===== config.mk =====
export PLATFORM = sky130hd
export DESIGN_NAME = alarm_clock_ctrl
export DESIGN_NICKNAME = d
export VERILOG_FILES = /design/src/rtl/alarm_clock_pkg.sv /design/src/rtl/button_debounce.sv /design/src/rtl/alarm_clock_ctrl.sv
export SDC_FILE = /design/constraint.sdc
export NUM_CORES = 1
export LEC_CHECK = 0
export CORE_UTILIZATION = 64
export CTS_BUF_LIST = sky130_fd_sc_hd__clkbuf_8
export CTS_CLUSTER_DIAMETER = 100
export DETAILED_ROUTE_END_ITERATION = 10
export PLACE_DENSITY_LB_ADDON = 0.3
export RECOVER_POWER = 25
export SYNTH_ARGS = -nofsm -noshare
export SYNTH_HDL_FRONTEND = slang
export SYNTH_HIERARCHICAL = 1
export SYNTH_SLANG_ARGS = --single-unit

===== constraint.sdc =====
create_clock -name clk -period 7.3 [get_ports clk]
set_input_delay 0.73 -clock clk [delete_from_list [all_inputs] [get_ports clk]]
set_output_delay 0.73 -clock clk [all_outputs]
set_load 0.01 [all_outputs]

===== src/rtl/alarm_clock_pkg.sv =====
// Shared types and helpers for the alarm clock controller: mode and alarm
// state encodings plus the active-low seven-segment decoder.
package alarm_clock_pkg;

    typedef enum logic [1:0] {RUN, SET_TIME, SET_ALARM} mode_t;
    typedef enum logic [1:0] {IDLE, RINGING, SNOOZE} alarm_t;

    localparam logic [6:0] SEG_BLANK = 7'b1111111;

    // Segment order is {g,f,e,d,c,b,a}; a zero bit lights the segment.
    function automatic logic [6:0] bcd_to_seg(input logic [3:0] digit);
        logic [6:0] seg;
        case (digit)
            4'd0:    seg = 7'b1000000;
            4'd1:    seg = 7'b1111001;
            4'd2:    seg = 7'b0100100;
            4'd3:    seg = 7'b0110000;
            4'd4:    seg = 7'b0011001;
            4'd5:    seg = 7'b0010010;
            4'd6:    seg = 7'b0000010;
            4'd7:    seg = 7'b1111000;
            4'd8:    seg = 7'b0000000;
            4'd9:    seg = 7'b0010000;
            default: seg = SEG_BLANK;
        endcase
        return seg;
    endfunction

endpackage


===== src/rtl/button_debounce.sv =====
// Push-button conditioner: two-flop synchronizer, stability counter and a
// one-cycle press pulse on the accepted 1->0 transition of an active-low key.
module button_debounce #(
    parameter int DEBOUNCE_CYCLES = 500_000
) (
    input  logic clk,
    input  logic reset,
    input  logic button,
    output logic press
);

    localparam int CW = $clog2(DEBOUNCE_CYCLES + 1);

    logic          sync1;
    logic          sync2;
    logic          stable;
    logic [CW-1:0] count;

    // The counter only runs while the synchronized level disagrees with the
    // accepted level, so any bounce back restarts the stability window.
    always_ff @(posedge clk or negedge reset) begin
        if (!reset) begin
            sync1  <= 1'b1;
            sync2  <= 1'b1;
            stable <= 1'b1;
            count  <= '0;
            press  <= 1'b0;
        end else begin
            sync1 <= button;
            sync2 <= sync1;
            press <= 1'b0;
            if (sync2 == stable) begin
                count <= '0;
            end else if (count == CW'(DEBOUNCE_CYCLES - 1)) begin
                count  <= '0;
                stable <= sync2;
                press  <= ~sync2;
            end else begin
                count <= count + CW'(1);
            end
        end
    end

endmodule


===== src/rtl/alarm_clock_ctrl.sv =====
// Alarm clock controller: BCD timekeeping, mode and alarm state machines,
// buzzer drive and registered active-low seven-segment outputs.
module alarm_clock_ctrl
    import alarm_clock_pkg::*;
#(
    parameter int CLK_HZ          = 50_000_000,
    parameter int DEBOUNCE_CYCLES = 500_000,
    parameter int RING_SEC        = 60,
    parameter int SNOOZE_MIN      = 5
) (
    input  logic       clk,
    input  logic       reset,
    input  logic       button1,
    input  logic       button2,
    input  logic       button3,
    input  logic       button4,
    input  logic       alarm1,
    output logic [1:0] buzzer,
    output logic [6:0] segment1,
    output logic [6:0] segment2,
    output logic [6:0] segment3,
    output logic [6:0] segment4
);

    localparam int PW         = (CLK_HZ > 1) ? $clog2(CLK_HZ) : 1;
    localparam int SNOOZE_SEC = SNOOZE_MIN * 60;
    localparam int RW         = $clog2(RING_SEC + 1);
    localparam int SW         = $clog2(SNOOZE_SEC + 1);

    function automatic logic [7:0] bcd_inc(input logic [7:0] v, input logic [7:0] limit);
        logic [7:0] r;
        if (v == limit)
            r = 8'h00;
        else if (v[3:0] == 4'd9)
            r = {v[7:4] + 4'd1, 4'd0};
        else
            r = {v[7:4], v[3:0] + 4'd1};
        return r;
    endfunction

    logic [PW-1:0] presc;
    logic          tick;
    logic          blink_on;
    logic          alarm_sync1;
    logic          alarm_en;
    logic [3:0]    keys;
    logic [3:0]    press;

    mode_t         mode, mode_next;
    alarm_t        alarm_state, alarm_next;
    logic [RW-1:0] ring_cnt, ring_next;
    logic [SW-1:0] snooze_cnt, snooze_next;

    logic [7:0]    sec, min, hr, alm_min, alm_hr;
    logic [7:0]    sec_next, min_next, hr_next, alm_min_next, alm_hr_next;
    logic          advance;
    logic          keys_free;
    logic          trigger;
    logic [15:0]   disp;
    logic          blank;

    assign tick     = (presc == PW'(CLK_HZ - 1));
    assign blink_on = (presc < PW'(CLK_HZ / 2));

    always_ff @(posedge clk or negedge reset) begin
        if (!reset) begin
            presc       <= '0;
            alarm_sync1 <= 1'b0;
            alarm_en    <= 1'b0;
        end else begin
            presc       <= tick ? '0 : presc + PW'(1);
            alarm_sync1 <= alarm1;
            alarm_en    <= alarm_sync1;
        end
    end

    assign keys = {button4, button3, button2, button1};

    for (genvar i = 0; i < 4; i++) begin : g_keys
        button_debounce #(.DEBOUNCE_CYCLES(DEBOUNCE_CYCLES)) u_debounce (
            .clk   (clk),
            .reset (reset),
            .button(keys[i]),
            .press (press[i])
        );
    end

    always_ff @(posedge clk or negedge reset) begin
        if (!reset) begin
            mode        <= RUN;
            alarm_state <= IDLE;
            ring_cnt    <= '0;
            snooze_cnt  <= '0;
            sec         <= 8'h00;
            min         <= 8'h00;
            hr          <= 8'h00;
            alm_min     <= 8'h00;
            alm_hr      <= 8'h00;
        end else begin
            mode        <= mode_next;
            alarm_state <= alarm_next;
            ring_cnt    <= ring_next;
            snooze_cnt  <= snooze_next;
            sec         <= sec_next;
            min         <= min_next;
            hr          <= hr_next;
            alm_min     <= alm_min_next;
            alm_hr      <= alm_hr_next;
        end
    end

    always_comb begin
        mode_next = mode;
        if (press[0]) begin
            unique case (mode)
                RUN:      mode_next = SET_TIME;
                SET_TIME: mode_next = SET_ALARM;
                default:  mode_next = RUN;
            endcase
        end
    end

    // Ringing owns keys 2..4, so edits are suppressed only in that state.
    always_comb begin
        sec_next     = sec;
        min_next     = min;
        hr_next      = hr;
        alm_min_next = alm_min;
        alm_hr_next  = alm_hr;
        advance      = tick && (mode != SET_TIME);
        keys_free    = (alarm_state != RINGING);
        if (advance) begin
            sec_next = bcd_inc(sec, 8'h59);
            if (sec == 8'h59) begin
                min_next = bcd_inc(min, 8'h59);
                if (min == 8'h59)
                    hr_next = bcd_inc(hr, 8'h23);
            end
        end
        if (keys_free && mode == SET_TIME) begin
            if (press[1])
                hr_next = bcd_inc(hr, 8'h23);
            if (press[2]) begin
                min_next = bcd_inc(min, 8'h59);
                sec_next = 8'h00;
            end
        end else if (keys_free && mode == SET_ALARM) begin
            if (press[1])
                alm_hr_next = bcd_inc(alm_hr, 8'h23);
            if (press[2])
                alm_min_next = bcd_inc(alm_min, 8'h59);
        end
    end

    assign trigger = advance && (sec_next == 8'h00) && alarm_en &&
                     ({hr_next, min_next} == {alm_hr, alm_min});

    // Stop wins over every other event; disarming overrides everything.
    always_comb begin
        alarm_next  = alarm_state;
        ring_next   = ring_cnt;
        snooze_next = snooze_cnt;
        unique case (alarm_state)
            IDLE: begin
                if (trigger) begin
                    alarm_next = RINGING;
                    ring_next  = RW'(RING_SEC);
                end
            end
            RINGING: begin
                if (press[3]) begin
                    alarm_next = IDLE;
                end else if (press[1] || press[2]) begin
                    alarm_next  = SNOOZE;
                    snooze_next = SW'(SNOOZE_SEC);
                end else if (tick) begin
                    if (ring_cnt <= RW'(1))
                        alarm_next = IDLE;
                    else
                        ring_next = ring_cnt - RW'(1);
                end
            end
            SNOOZE: begin
                if (press[3]) begin
                    alarm_next = IDLE;
                end else if (tick) begin
                    if (snooze_cnt <= SW'(1)) begin
                        alarm_next = RINGING;
                        ring_next  = RW'(RING_SEC);
                    end else begin
                        snooze_next = snooze_cnt - SW'(1);
                    end
                end
            end
            default: alarm_next = IDLE;
        endcase
        if (!alarm_en)
            alarm_next = IDLE;
    end

    always_comb begin
        disp  = (mode == SET_ALARM) ? {alm_hr, alm_min} : {hr, min};
        blank = (mode != RUN) && !blink_on;
    end

    always_ff @(posedge clk or negedge reset) begin
        if (!reset) begin
            buzzer   <= 2'b00;
            segment1 <= 7'b1000000;
            segment2 <= 7'b1000000;
            segment3 <= 7'b1000000;
            segment4 <= 7'b1000000;
        end else begin
            buzzer[1] <= (alarm_state == RINGING) || (alarm_state == SNOOZE);
            buzzer[0] <= (alarm_state == RINGING) && blink_on;
            segment1  <= blank ? SEG_BLANK : bcd_to_seg(disp[15:12]);
            segment2  <= blank ? SEG_BLANK : bcd_to_seg(disp[11:8]);
            segment3  <= blank ? SEG_BLANK : bcd_to_seg(disp[7:4]);
            segment4  <= blank ? SEG_BLANK : bcd_to_seg(disp[3:0]);
        end
    end

endmodule

==> results.py, run 1 <==
metrics = {
    "global_routing": {
        "grt_use_met1_pct": 37.0,
        "grt_max_degree": 88,
        "antenna_found_initial": 0,
        "grt_pass1_wl_um": 41000,
        "grt_usage_pct": 27.0,
        "grt-ovfl-total": 0,
        "grt_use_met3_pct": 4.30,
        "busiest_layer": "met2",
        "grt_pass1_vias": 8859,
        "use_met2_pct": 43.6,
    },
    "timing": {
        "rsz0062_at_grt": "no",
        "fmax_mhz": 219,
        "fin_skew_ps": 13.8,
        "fin_tns_setup_ps": 0,
        "fin_crit_ps": 4570,
        "finalCritPeriodShare_pct": 62.6,
        "final_hold_viol_count": 0,
        "finalSetupViolations": 0,
        "relSlewSlack_pct": -217,
        "slew_viol_final": 88,
        "tightest_slew_ps": 4750,
    },
    "cells_and_area": {
        "syn2layout_area_growth_pct": 11.2,
        "antenna_cells": 0,
        "stdcell_area_um2": 13100,
        "fin_nets": 1344,
        "fillCellCount": 1317,
        "drive_gt1_share_pct": 11.1,
    },
    "floorplanning": {
        "ios": 37,
        "core_um2": 18000,
        "fp.dieH_um": 137,
        "dieArea_um2": 18900,
        "die_x_um": 137,
        "fp-row-count": 49,
        "start_util_pct": 65.4,
    },
    "setup_path": {
        "worstPathRequired_ps": 6800,
        "crit_path_start_kind": "input pin",
        "critical_path.cell_chain": "clkbuf_1",
        "arrival_ps": 4070,
        "crit_slowest_cell": "clkbuf_1",
        "critical_path_class": "input pin to asynchronous set/reset pin",
        "r2r-start": "alarm_state[1]",
        "slowest_delay_ps": 3250,
        "crit_start": "reset",
        "critPathCapture": "g_keys[1].u_debounce/count[11]",
        "crit_buf_inv": 1,
        "r2r-end": "ring_cnt[5]",
        "crit_fanout": 87,
        "path_depth": 1,
        "rr_worst_depth": 11,
        "regToRegSetupSlack_ps": 3420,
        "crit_path_end_kind": "asynchronous set/reset pin",
        "crit_family": "buffers and inverters",
    },
    "power": {
        "pwr-share-clk_pct": 47.1,
        "p_comb_share_pct": 1.9,
        "switching_share_pct": 22.8,
        "power_frac_seq_pct": 51.0,
        "p_sw_uw": 527,
        "ir_drop_v": 0.000195,
        "powerDensity_nw_per_um2": 177,
        "p_leak_nw": 5.74,
        "internal-power_mw": 1.79,
    },
    "detailed_routing": {
        "drtIter0Drc": 568,
        "first_pass_iters": 5,
        "vias": 9330,
        "drcViolationCount": 0,
        "routed_via_density": 6.05,
        "routed_wl_um": 24300,
        "ant_nets": 0,
        "wire_per_inst_um": 15.8,
    },
    "synthesis": {
        "ys_top_cells_by_area": "dfrtp_1 41%, ha_1 5.6%, xnor2_1 5.4%",
        "synthFlopType": "dfrtp_1",
        "synthArstFlopShare_pct": 100,
        "syn-num-nets": 1298,
        "synth_area_per_cell_um2": 9.49,
        "yosysMostFrequentCell": "dfrtp_1",
        "yosysTopAreaCellShare_pct": 41.1,
        "seq_area_frac_synth_pct": 44.7,
        "synthCells": 1238,
        "synth_area_um2": 11700,
        "synth_edf_count": 0,
        "synth_area_leader_cell": "dfrtp_1",
        "ys_types": 73,
        "synth_common_cells": "193 x dfrtp_1, 155 x nor2_1, 113 x nand2_1",
        "ys_seq_elements": 209,
        "yosysWarnings": 6,
    },
    "placement": {
        "postPlaceCellArea_um2": 12300,
        "port_buffers": 36,
        "gp_congestion": 0.876,
        "hpwl_um": 16600,
    },
    "clocking": {
        "cts_root_buf": "clkbuf_8",
        "post_cts_buffers": 0,
        "cts_tree": "done",
        "clk_latency_ps": 520,
        "cts.clk_slew.worst_paths_ps": 60,
        "numCtsBuffers": 37,
        "hold_buffers": 0,
        "htreeDepth": 2,
        "cts_resized": 0,
        "clk_path_buf_depth": 3,
        "cts.sinks": 209,
    },
    "min_path": {
        "hold_path_class": "flip-flop to flip-flop",
    },
    "status": {
        "violations": "capacitance limit, slew limit",
        "status": "finished with violations",
    },
    "run": {
        "max_cap_viol_count": 1,
    },
}
## cell families after synthesis
family          synth area share [%]
mux                             3.14
xor+xnor                        8.03
buf+inv                         3.04
fa+ha+maj                       5.65
compound gates                  10.4
flops                           44.7
simple gates                    25.0
## sequential cells by signal (all words and copies together), names as in the netlist, 4 cells and up
signal	flops
segment4	7
g_keys.u_debounce/stable	4
presc	26
g_keys.u_debounce/sync1	4
snooze_cnt	9
hr	8
alm_hr	8
g_keys.u_debounce/sync2	4
g_keys.u_debounce/press	4
ring_cnt	6
alm_min	8
sec	8
g_keys.u_debounce/count	76
segment3	7
min	8
segment2	7
segment1	7
## metrics by stage
step                utilization (%)  hold slack [ps]  setup WS, ps  instances  total power, mW
floorplan                         -              331          4170       1238             1.21
global placement               68.5              339          3670       1474             1.25
detailed placement             68.5              341          3500       1474             1.25
CTS                            72.7              292          3440       1541             2.34
global route                   72.7              349          1760       1541             2.40
finish                         72.7              344          2730       1541             2.31
## layer usage
metal,up-vias,part of all wire (%)
li1,4459,-
met1,4597,45
met2,230,48
met3,44,4.8
met4,0,2.0
met5,-,0
## power by group through the flow
stage	clock network (mW)	logic, mW	registers [mW]
detailed placement	0	0.0474	1.20
CTS	1.12	0.0474	1.18
global placement	0	0.0463	1.20
finish	1.09	0.0443	1.18
floorplan	0	0.0186	1.20
global route	1.17	0.0528	1.18
## layout by cell type, fill, tap and decap left out, types with 5 or more instances in the layout
cell	count
nor2b_1	6
or3_1	14
nor3_1	42
mux2_2	16
o21ai_0	72
nand2_1	113
nand4_2	5
xor2_1	32
nor4b_1	8
and3_1	20
buf_4	5
dfrtp_1	193
clkdlybuf4s50_1	30
a21oi_1	52
and2_1	6
clkinv_2	10
nor3b_1	8
a211oi_1	11
or2_2	8
ha_1	53
xnor2_1	73
o31ai_1	9
nor2_1	155
nand3_1	48
and3b_1	5
nand4_1	49
nor4_1	13
clkbuf_8	46
mux2i_1	16
dlygate4sd3_1	5
and4_1	8
dfstp_2	16
inv_1	65
a21o_1	11
nand3b_1	8
## worst min-delay path by stage
stage / startpoint / endpoint / slack (ps) / cells after the start
after global placement: alarm_sync1 / alarm_en / 340 / 0
after detailed placement: alarm_sync1 / alarm_en / 340 / 0
after floorplan: alarm_sync1 / alarm_en / 330 / 0
after global routing: g_keys[1].u_debounce/sync1 / g_keys[1].u_debounce/sync2 / 350 / 0
after CTS: reset / presc[17] / 290 / 1
final: g_keys[1].u_debounce/sync1 / g_keys[1].u_debounce/sync2 / 340 / 0
## cell type report
cell class              instances  area [um2]  area share [%]
clock inverters                21         123           0.939
well taps                     229         287            2.19
multi-input cells             938        6160            47.2
repair buffers                 41         392            3.00
clock buffers                  46         633            4.85
flip-flops and latches        209        5250            40.2
inverters                      57         214            1.64
(Power assumes the default switching activity.)
==> run 2, diff against run 1 <==
--- a/config.mk
+++ b/config.mk
@@ -5,7 +5,7 @@
 export SDC_FILE = /design/constraint.sdc
 export NUM_CORES = 1
 export LEC_CHECK = 0
-export CORE_UTILIZATION = 64
+export CORE_UTILIZATION = 58
 export CTS_BUF_LIST = sky130_fd_sc_hd__clkbuf_8
 export CTS_CLUSTER_DIAMETER = 100
 export DETAILED_ROUTE_END_ITERATION = 10
==> constraint.sdc (replaced) <==
create_clock -name clk -period 3.9 [get_ports clk]
set_input_delay 0.39 -clock clk [delete_from_list [all_inputs] [get_ports clk]]
set_output_delay 0.39 -clock clk [all_outputs]
set_load 0.01 [all_outputs]
==> run 2 against run 1 <==
Non-clock buffer count rose by 5. Total power rose by 88%. Highest routed layer unchanged. Critical path depth rose by 10. Cell count rose by 2.9%. Sequential share of layout area fell by 0.36 points. Largest cell class unchanged. Flip-flop and latch count did not move. Global-route usage fell by 2.5 points. The run still ends with capacitance limit, slew limit left. Clock-buffer cell count rose by 1.
==> results.py, run 2 (synthesis gave the netlist of run 1 again) <==
metrics = {
    "timing": {
        "tightest_slew_ps": 2460,
        "setup_ws_ps": 416,
        "fin_tns_setup_ps": 0,
        "final_hold_viol_count": 0,
        "fin_skew_ps": 22.0,
        "finalCritPeriodShare_pct": 89.3,
        "finalSetupViolations": 0,
        "rsz0062_at_grt": "no",
        "relSlewSlack_pct": -63.8,
        "fmax_mhz": 287,
        "fin_crit_ps": 3480,
        "slew_viol_final": 98,
    },
    "detailed_routing": {
        "wl_met3_um": 921,
        "wl_met2_um": 11000,
        "drtIter0Drc": 459,
        "ant_nets": 0,
        "routed_via_density": 5.73,
        "vias": 9087,
        "wire_per_inst_um": 14.9,
        "drcViolationCount": 0,
        "first_pass_iters": 5,
        "drt-met1-wl_um": 11100,
        "routed_wl_um": 23600,
        "top_layer": "met4",
    },
    "placement": {
        "pre_cts_ws_ps": 372,
        "port_buffers": 36,
        "gp_congestion": 0.893,
        "hpwl_um": 16400,
    },
    "floorplanning": {
        "dieArea_um2": 20800,
        "fp.dieH_um": 144,
        "ios": 37,
        "start_util_pct": 59.7,
        "core_um2": 19700,
        "die_x_um": 144,
        "fp-row-count": 51,
    },
    "cells_and_area": {
        "antenna_cells": 0,
        "finalCoreUtilization_pct": 67.0,
        "final_cell_mix": "193 x dfrtp_1, 155 x nor2_1, 113 x nand2_1",
        "syn2layout_area_growth_pct": 12.2,
        "drive_gt1_share_pct": 11.5,
        "reg_top3": "g_keys.u_debounce/count: 76 flops, presc: 26 flops, snooze_cnt: 9 flops",
        "fillCellCount": 1608,
        "layout_commonest_cell": "dfrtp_1",
        "fin_nets": 1351,
        "regMostFlops": "g_keys.u_debounce/count",
        "largest_reg_flops": 76,
    },
    "setup_path": {
        "crit_path_end_kind": "flip-flop",
        "arrival_ps": 3940,
        "critical_path_class": "flip-flop to flip-flop",
        "crit_fanout": 11,
        "worstPathRequired_ps": 4360,
        "crit_path_start_kind": "flip-flop",
    },
    "status": {
        "status": "finished with violations",
        "violations": "capacitance limit, slew limit",
    },
    "clocking": {
        "cts_tree": "done",
        "cts.sinks": 209,
        "numCtsBuffers": 39,
        "clk_path_buf_depth": 3,
        "cts_root_buf": "clkbuf_8",
        "clk_latency_ps": 540,
        "cts.clk_slew.worst_paths_ps": 60,
        "post_cts_buffers": 0,
        "htreeDepth": 2,
    },
    "global_routing": {
        "antenna_found_initial": 0,
        "grt-ovfl-total": 0,
        "grt_usage_pct": 24.5,
        "grt_pass1_wl_um": 41400,
        "grt_pass1_vias": 9014,
        "grt_max_degree": 99,
    },
    "power": {
        "ir_drop_v": 0.000352,
        "p_leak_nw": 5.79,
        "powerDensity_nw_per_um2": 331,
    },
    "min_path": {
        "hold_path_class": "flip-flop to flip-flop",
    },
    "run": {
        "max_cap_viol_count": 1,
    },
}
[run 2: cell count changes in the layout (fill, tap and decap cells not counted), moves of 2 or more]
cell        delta
buf_4          +3
clkinvlp_4     +2
clkinv_2       -2
and2_0         -3
inv_1          +2
and2_1         +3
[run 2: final cells by class]
type / instances / area, um2 / area share [%]
Clock inverter: 23 / 135 / 1.03
Multi-Input combinational cell: 938 / 6150 / 46.7
Inverter: 57 / 214 / 1.62
Sequential cell: 209 / 5250 / 39.8
Tap cell: 265 / 332 / 2.52
Timing Repair Buffer: 46 / 445 / 3.38
Clock buffer: 47 / 647 / 4.91
[run 2: per-layer routing]
layer	vias to the layer above	global-route usage, %
met5	-	0
met4	0	9.53
met3	50	3.74
met2	187	39.6
met1	4351	33.2
li1	4499	-
[run 2: power breakdown]
part / total (mW) / switching (mW) / internal (mW) / leakage, nW
Clock: 2.06 / 0.901 / 1.16 / 0.447
Combinational: 0.0852 / 0.0641 / 0.0212 / 2.50
Sequential: 2.21 / 0.0189 / 2.19 / 2.84
[run 2: stage by stage]
stage	cells	hold slack [ps]	total power, mW	instance area [um2]
finish	1585	344	4.36	13200
global route	1585	357	4.55	13200
detailed placement	1514	336	2.34	12400
floorplan	1238	94.4	2.27	11700
CTS	1585	213	4.43	13200
global placement	1514	336	2.33	12400
[run 2: path summary, 6_finish.rpt]
kind,from,to,slack (ps),cells after the start
worst min-delay path,alarm_sync1,alarm_en,340,0
worst min register to register,alarm_sync1,alarm_en,340,0
worst max-delay path,min[0],alarm_state[1],420,11
min in group asynchronous,reset,g_keys[2].u_debounce/count[16],1160,2
max in group asynchronous,reset,g_keys[3].u_debounce/sync1,1180,3
worst max register to register,min[0],alarm_state[1],420,11
[run 2: critical path: stages (launching register included)]
cell      delay [ps]
dfrtp_1          520
ha_1             240
and3b_2          330
and3_1           280
nand4_2          190
a21o_1           260
a22o_1           260
xor2_1           170
nor4_4           310
a41oi_2          180
or4_1            500
a21boi_1         150
[run 2: repair_timing]
| action | CTS | global route |
|---|---|---|
| setup endpoints to repair | 0 | 5 |
| resized for setup | 0 | 1 |
| hold endpoints to repair | 89 | 0 |
| hold buffers | 1 | 0 |
==> run 3, diff against run 2 <==
--- a/config.mk
+++ b/config.mk
@@ -13,5 +13,4 @@
 export RECOVER_POWER = 25
 export SYNTH_ARGS = -nofsm -noshare
 export SYNTH_HDL_FRONTEND = slang
-export SYNTH_HIERARCHICAL = 1
 export SYNTH_SLANG_ARGS = --single-unit
==> run 3 against run 2 <==
The flow still finishes with violations (capacitance limit, slew limit). Register-to-register slack worse by 300 ps. Flip-flop and latch count unchanged. Utilization up 0.94 points. Critical path depth down 1. Worst setup slack worse by 300 ps. Sequential power about the same.
==> results.py, run 3 <==
metrics = {
    "setup_path": {
        "crit_path_start_kind": "flip-flop",
        "critical_path_class": "flip-flop to flip-flop",
        "worstPathRequired_ps": 4330,
        "crit_buf_inv": 1,
        "crit_family": "simple AND/OR/NAND/NOR gates",
        "slowest_delay_ps": 590,
        "crit_path_end_kind": "flip-flop",
        "critical_path.cell_chain": "or4_4 > or4_4 > or4_4 > a2111o_1 > nand3_1 > nand4b_1 > nor4_4 > buf_6 > a31oi_2 > o41ai_2",
        "crit_slowest_cell": "or4_4",
        "arrival_ps": 4210,
        "crit_top_cell": "or4_4",
        "crit_fanout": 7,
    },
    "timing": {
        "fin_tns_setup_ps": 0,
        "whs_ps": 354,
        "fmax_mhz": 264,
        "slew_viol_final": 91,
        "setup_ws_ps": 118,
        "tightest_slew_ps": 2300,
        "fin_crit_ps": 3780,
        "final_hold_viol_count": 0,
        "finalSetupViolations": 0,
        "finalCritPeriodShare_pct": 97.0,
        "fin_skew_ps": 22.1,
        "relSlewSlack_pct": -53.1,
    },
    "synthesis": {
        "seq_area_frac_synth_pct": 45.7,
        "synth_area_leader_cell": "dfrtp_1",
        "synth_area_per_cell_um2": 9.20,
        "synthArstFlopShare_pct": 100,
        "syn-num-nets": 1310,
        "synth_area_um2": 11500,
        "synthCells": 1250,
        "ys_types": 75,
        "synth_common_cells": "193 x dfrtp_1, 180 x nor2_1, 148 x nand2_1",
        "ys_top_cells_by_area": "dfrtp_1 42%, nor2_1 5.9%, ha_1 5.8%",
        "ys_seq_elements": 209,
        "yosysTopAreaCellShare_pct": 42.0,
        "yosysWarnings": 0,
        "yosysMostFrequentCell": "dfrtp_1",
        "synth_edf_count": 0,
        "synthFlopType": "dfrtp_1",
    },
    "global_routing": {
        "antenna_found_initial": 0,
        "grt_pass1_wl_um": 40400,
        "grt_max_degree": 92,
        "grt_usage_pct": 24.4,
        "grt_pass1_vias": 8779,
        "grt-ovfl-total": 0,
    },
    "detailed_routing": {
        "ant_nets": 0,
        "drtIter0Drc": 460,
        "routed_via_density": 5.67,
        "drcViolationCount": 0,
        "first_pass_iters": 5,
        "vias": 9206,
        "routed_wl_um": 23900,
        "wire_per_inst_um": 14.7,
    },
    "floorplanning": {
        "die_x_um": 143,
        "core_um2": 19500,
        "fp-row-count": 51,
        "dieArea_um2": 20400,
        "fp.dieH_um": 143,
        "ios": 37,
        "start_util_pct": 59.1,
    },
    "cells_and_area": {
        "syn2layout_area_growth_pct": 15.1,
        "antenna_cells": 0,
        "fin_nets": 1388,
        "layout_commonest_cell": "dfrtp_1",
        "final_cell_mix": "193 x dfrtp_1, 180 x nor2_1, 148 x nand2_1",
        "reg_top3": "g_keys.u_debounce.count: 76 flops, presc: 26 flops, snooze_cnt: 9 flops",
        "instances_no_fill": 1624,
        "drive_gt1_share_pct": 11.3,
        "largest_reg_flops": 76,
        "regMostFlops": "g_keys.u_debounce.count",
    },
    "clocking": {
        "numCtsBuffers": 39,
        "clk_path_buf_depth": 3,
        "clk_latency_ps": 540,
        "htreeDepth": 2,
        "cts_root_buf": "clkbuf_8",
        "cts.clk_slew.worst_paths_ps": 60,
        "cts_tree": "done",
        "cts.sinks": 209,
        "post_cts_buffers": 0,
    },
    "run": {
        "max_cap_viol_count": 1,
    },
    "power": {
        "powerDensity_nw_per_um2": 342,
        "p_leak_nw": 6.12,
        "ir_drop_v": 0.000286,
    },
    "placement": {
        "place_inst": 1551,
        "gp_congestion": 0.898,
        "port_buffers": 36,
        "pre_cts_ws_ps": 38.2,
        "hpwl_um": 16500,
    },
    "min_path": {
        "hold_path_class": "flip-flop to flip-flop",
    },
    "status": {
        "status": "finished with violations",
        "violations": "capacitance limit, slew limit",
    },
}
run 3: cell count changes after synthesis, moves of 8 or more:
| cell | delta |
|---|---|
| nor3_1 | -16 |
| xor2_1 | +35 |
| nand3_1 | +14 |
| nand2_1 | +35 |
| a21oi_1 | +10 |
| or3_1 | +9 |
| inv_1 | -10 |
| xnor2_1 | -45 |
| nand4_1 | -29 |
| clkbuf_1 | +12 |
| nor2_1 | +25 |
| and3_1 | +8 |
run 3: per-layer routing:
metal	global-route usage (%)	part of all wire, %	up-vias
li1	-	-	4511
met1	31.1	45	4432
met2	40.7	48	205
met3	4.96	4.9	58
met4	9.90	2.6	0
met5	0	0	-
run 3: through the flow:
| stage | utilization [%] | total power [mW] | cell area (um2) |
|---|---|---|---|
| detailed placement | 63.4 | 2.33 | 12300 |
| global route | 68.0 | 4.70 | 13200 |
| global placement | 63.4 | 2.33 | 12300 |
| finish | 68.0 | 4.53 | 13200 |
| floorplan | - | 2.27 | 11500 |
| CTS | 67.8 | 4.58 | 13200 |
run 3: power breakdown:
| part | internal [mW] | switching (mW) | total, mW |
|---|---|---|---|
| logic | 0.0203 | 0.0626 | 0.0829 |
| registers | 2.19 | 0.0135 | 2.20 |
| clock network | 1.31 | 0.934 | 2.24 |
run 3: timing repair:
action                     CTS  global route
resized for setup            1             9
cloned                       0             0
setup endpoints to repair    4             7
pin swaps                    0             1
hold buffers                 1             0
hold endpoints to repair    82             0
run 3: final timing paths:
path | from | end | slack (ps) | cells after the start
min | g_keys[2].u_debounce.sync1 | g_keys[2].u_debounce.sync2 | 350 | 0
max reg2reg | presc[7] | alarm_state[0] | 120 | 10
min in group asynchronous | reset | g_keys[3].u_debounce.count[4] | 1080 | 2
min reg2reg | g_keys[2].u_debounce.sync1 | g_keys[2].u_debounce.sync2 | 350 | 0
max | presc[7] | alarm_state[0] | 120 | 10
max in group asynchronous | reset | g_keys[2].u_debounce.sync1 | 1300 | 3
run 3: logic make-up after synthesis:
kind of cell	after synthesis	share of synthesized area (%)
buffers and inverters	80	2.63
muxes	39	3.58
and+or+nand+nor	575	24.4
xor gates and xnor gates	96	7.43
AOI/OAI and AO/OA	198	10.5
adders and majority gates	53	5.77
DFF	209	45.7
run 3: final cells by class:
class	instances	area, um2
Clock buffer	51	702
Clock inverter	21	146
Fill cell	1514	6230
Inverter	46	173
Multi-Input combinational cell	961	5990
Sequential cell	209	5250
Tap cell	265	332
Timing Repair Buffer	71	633
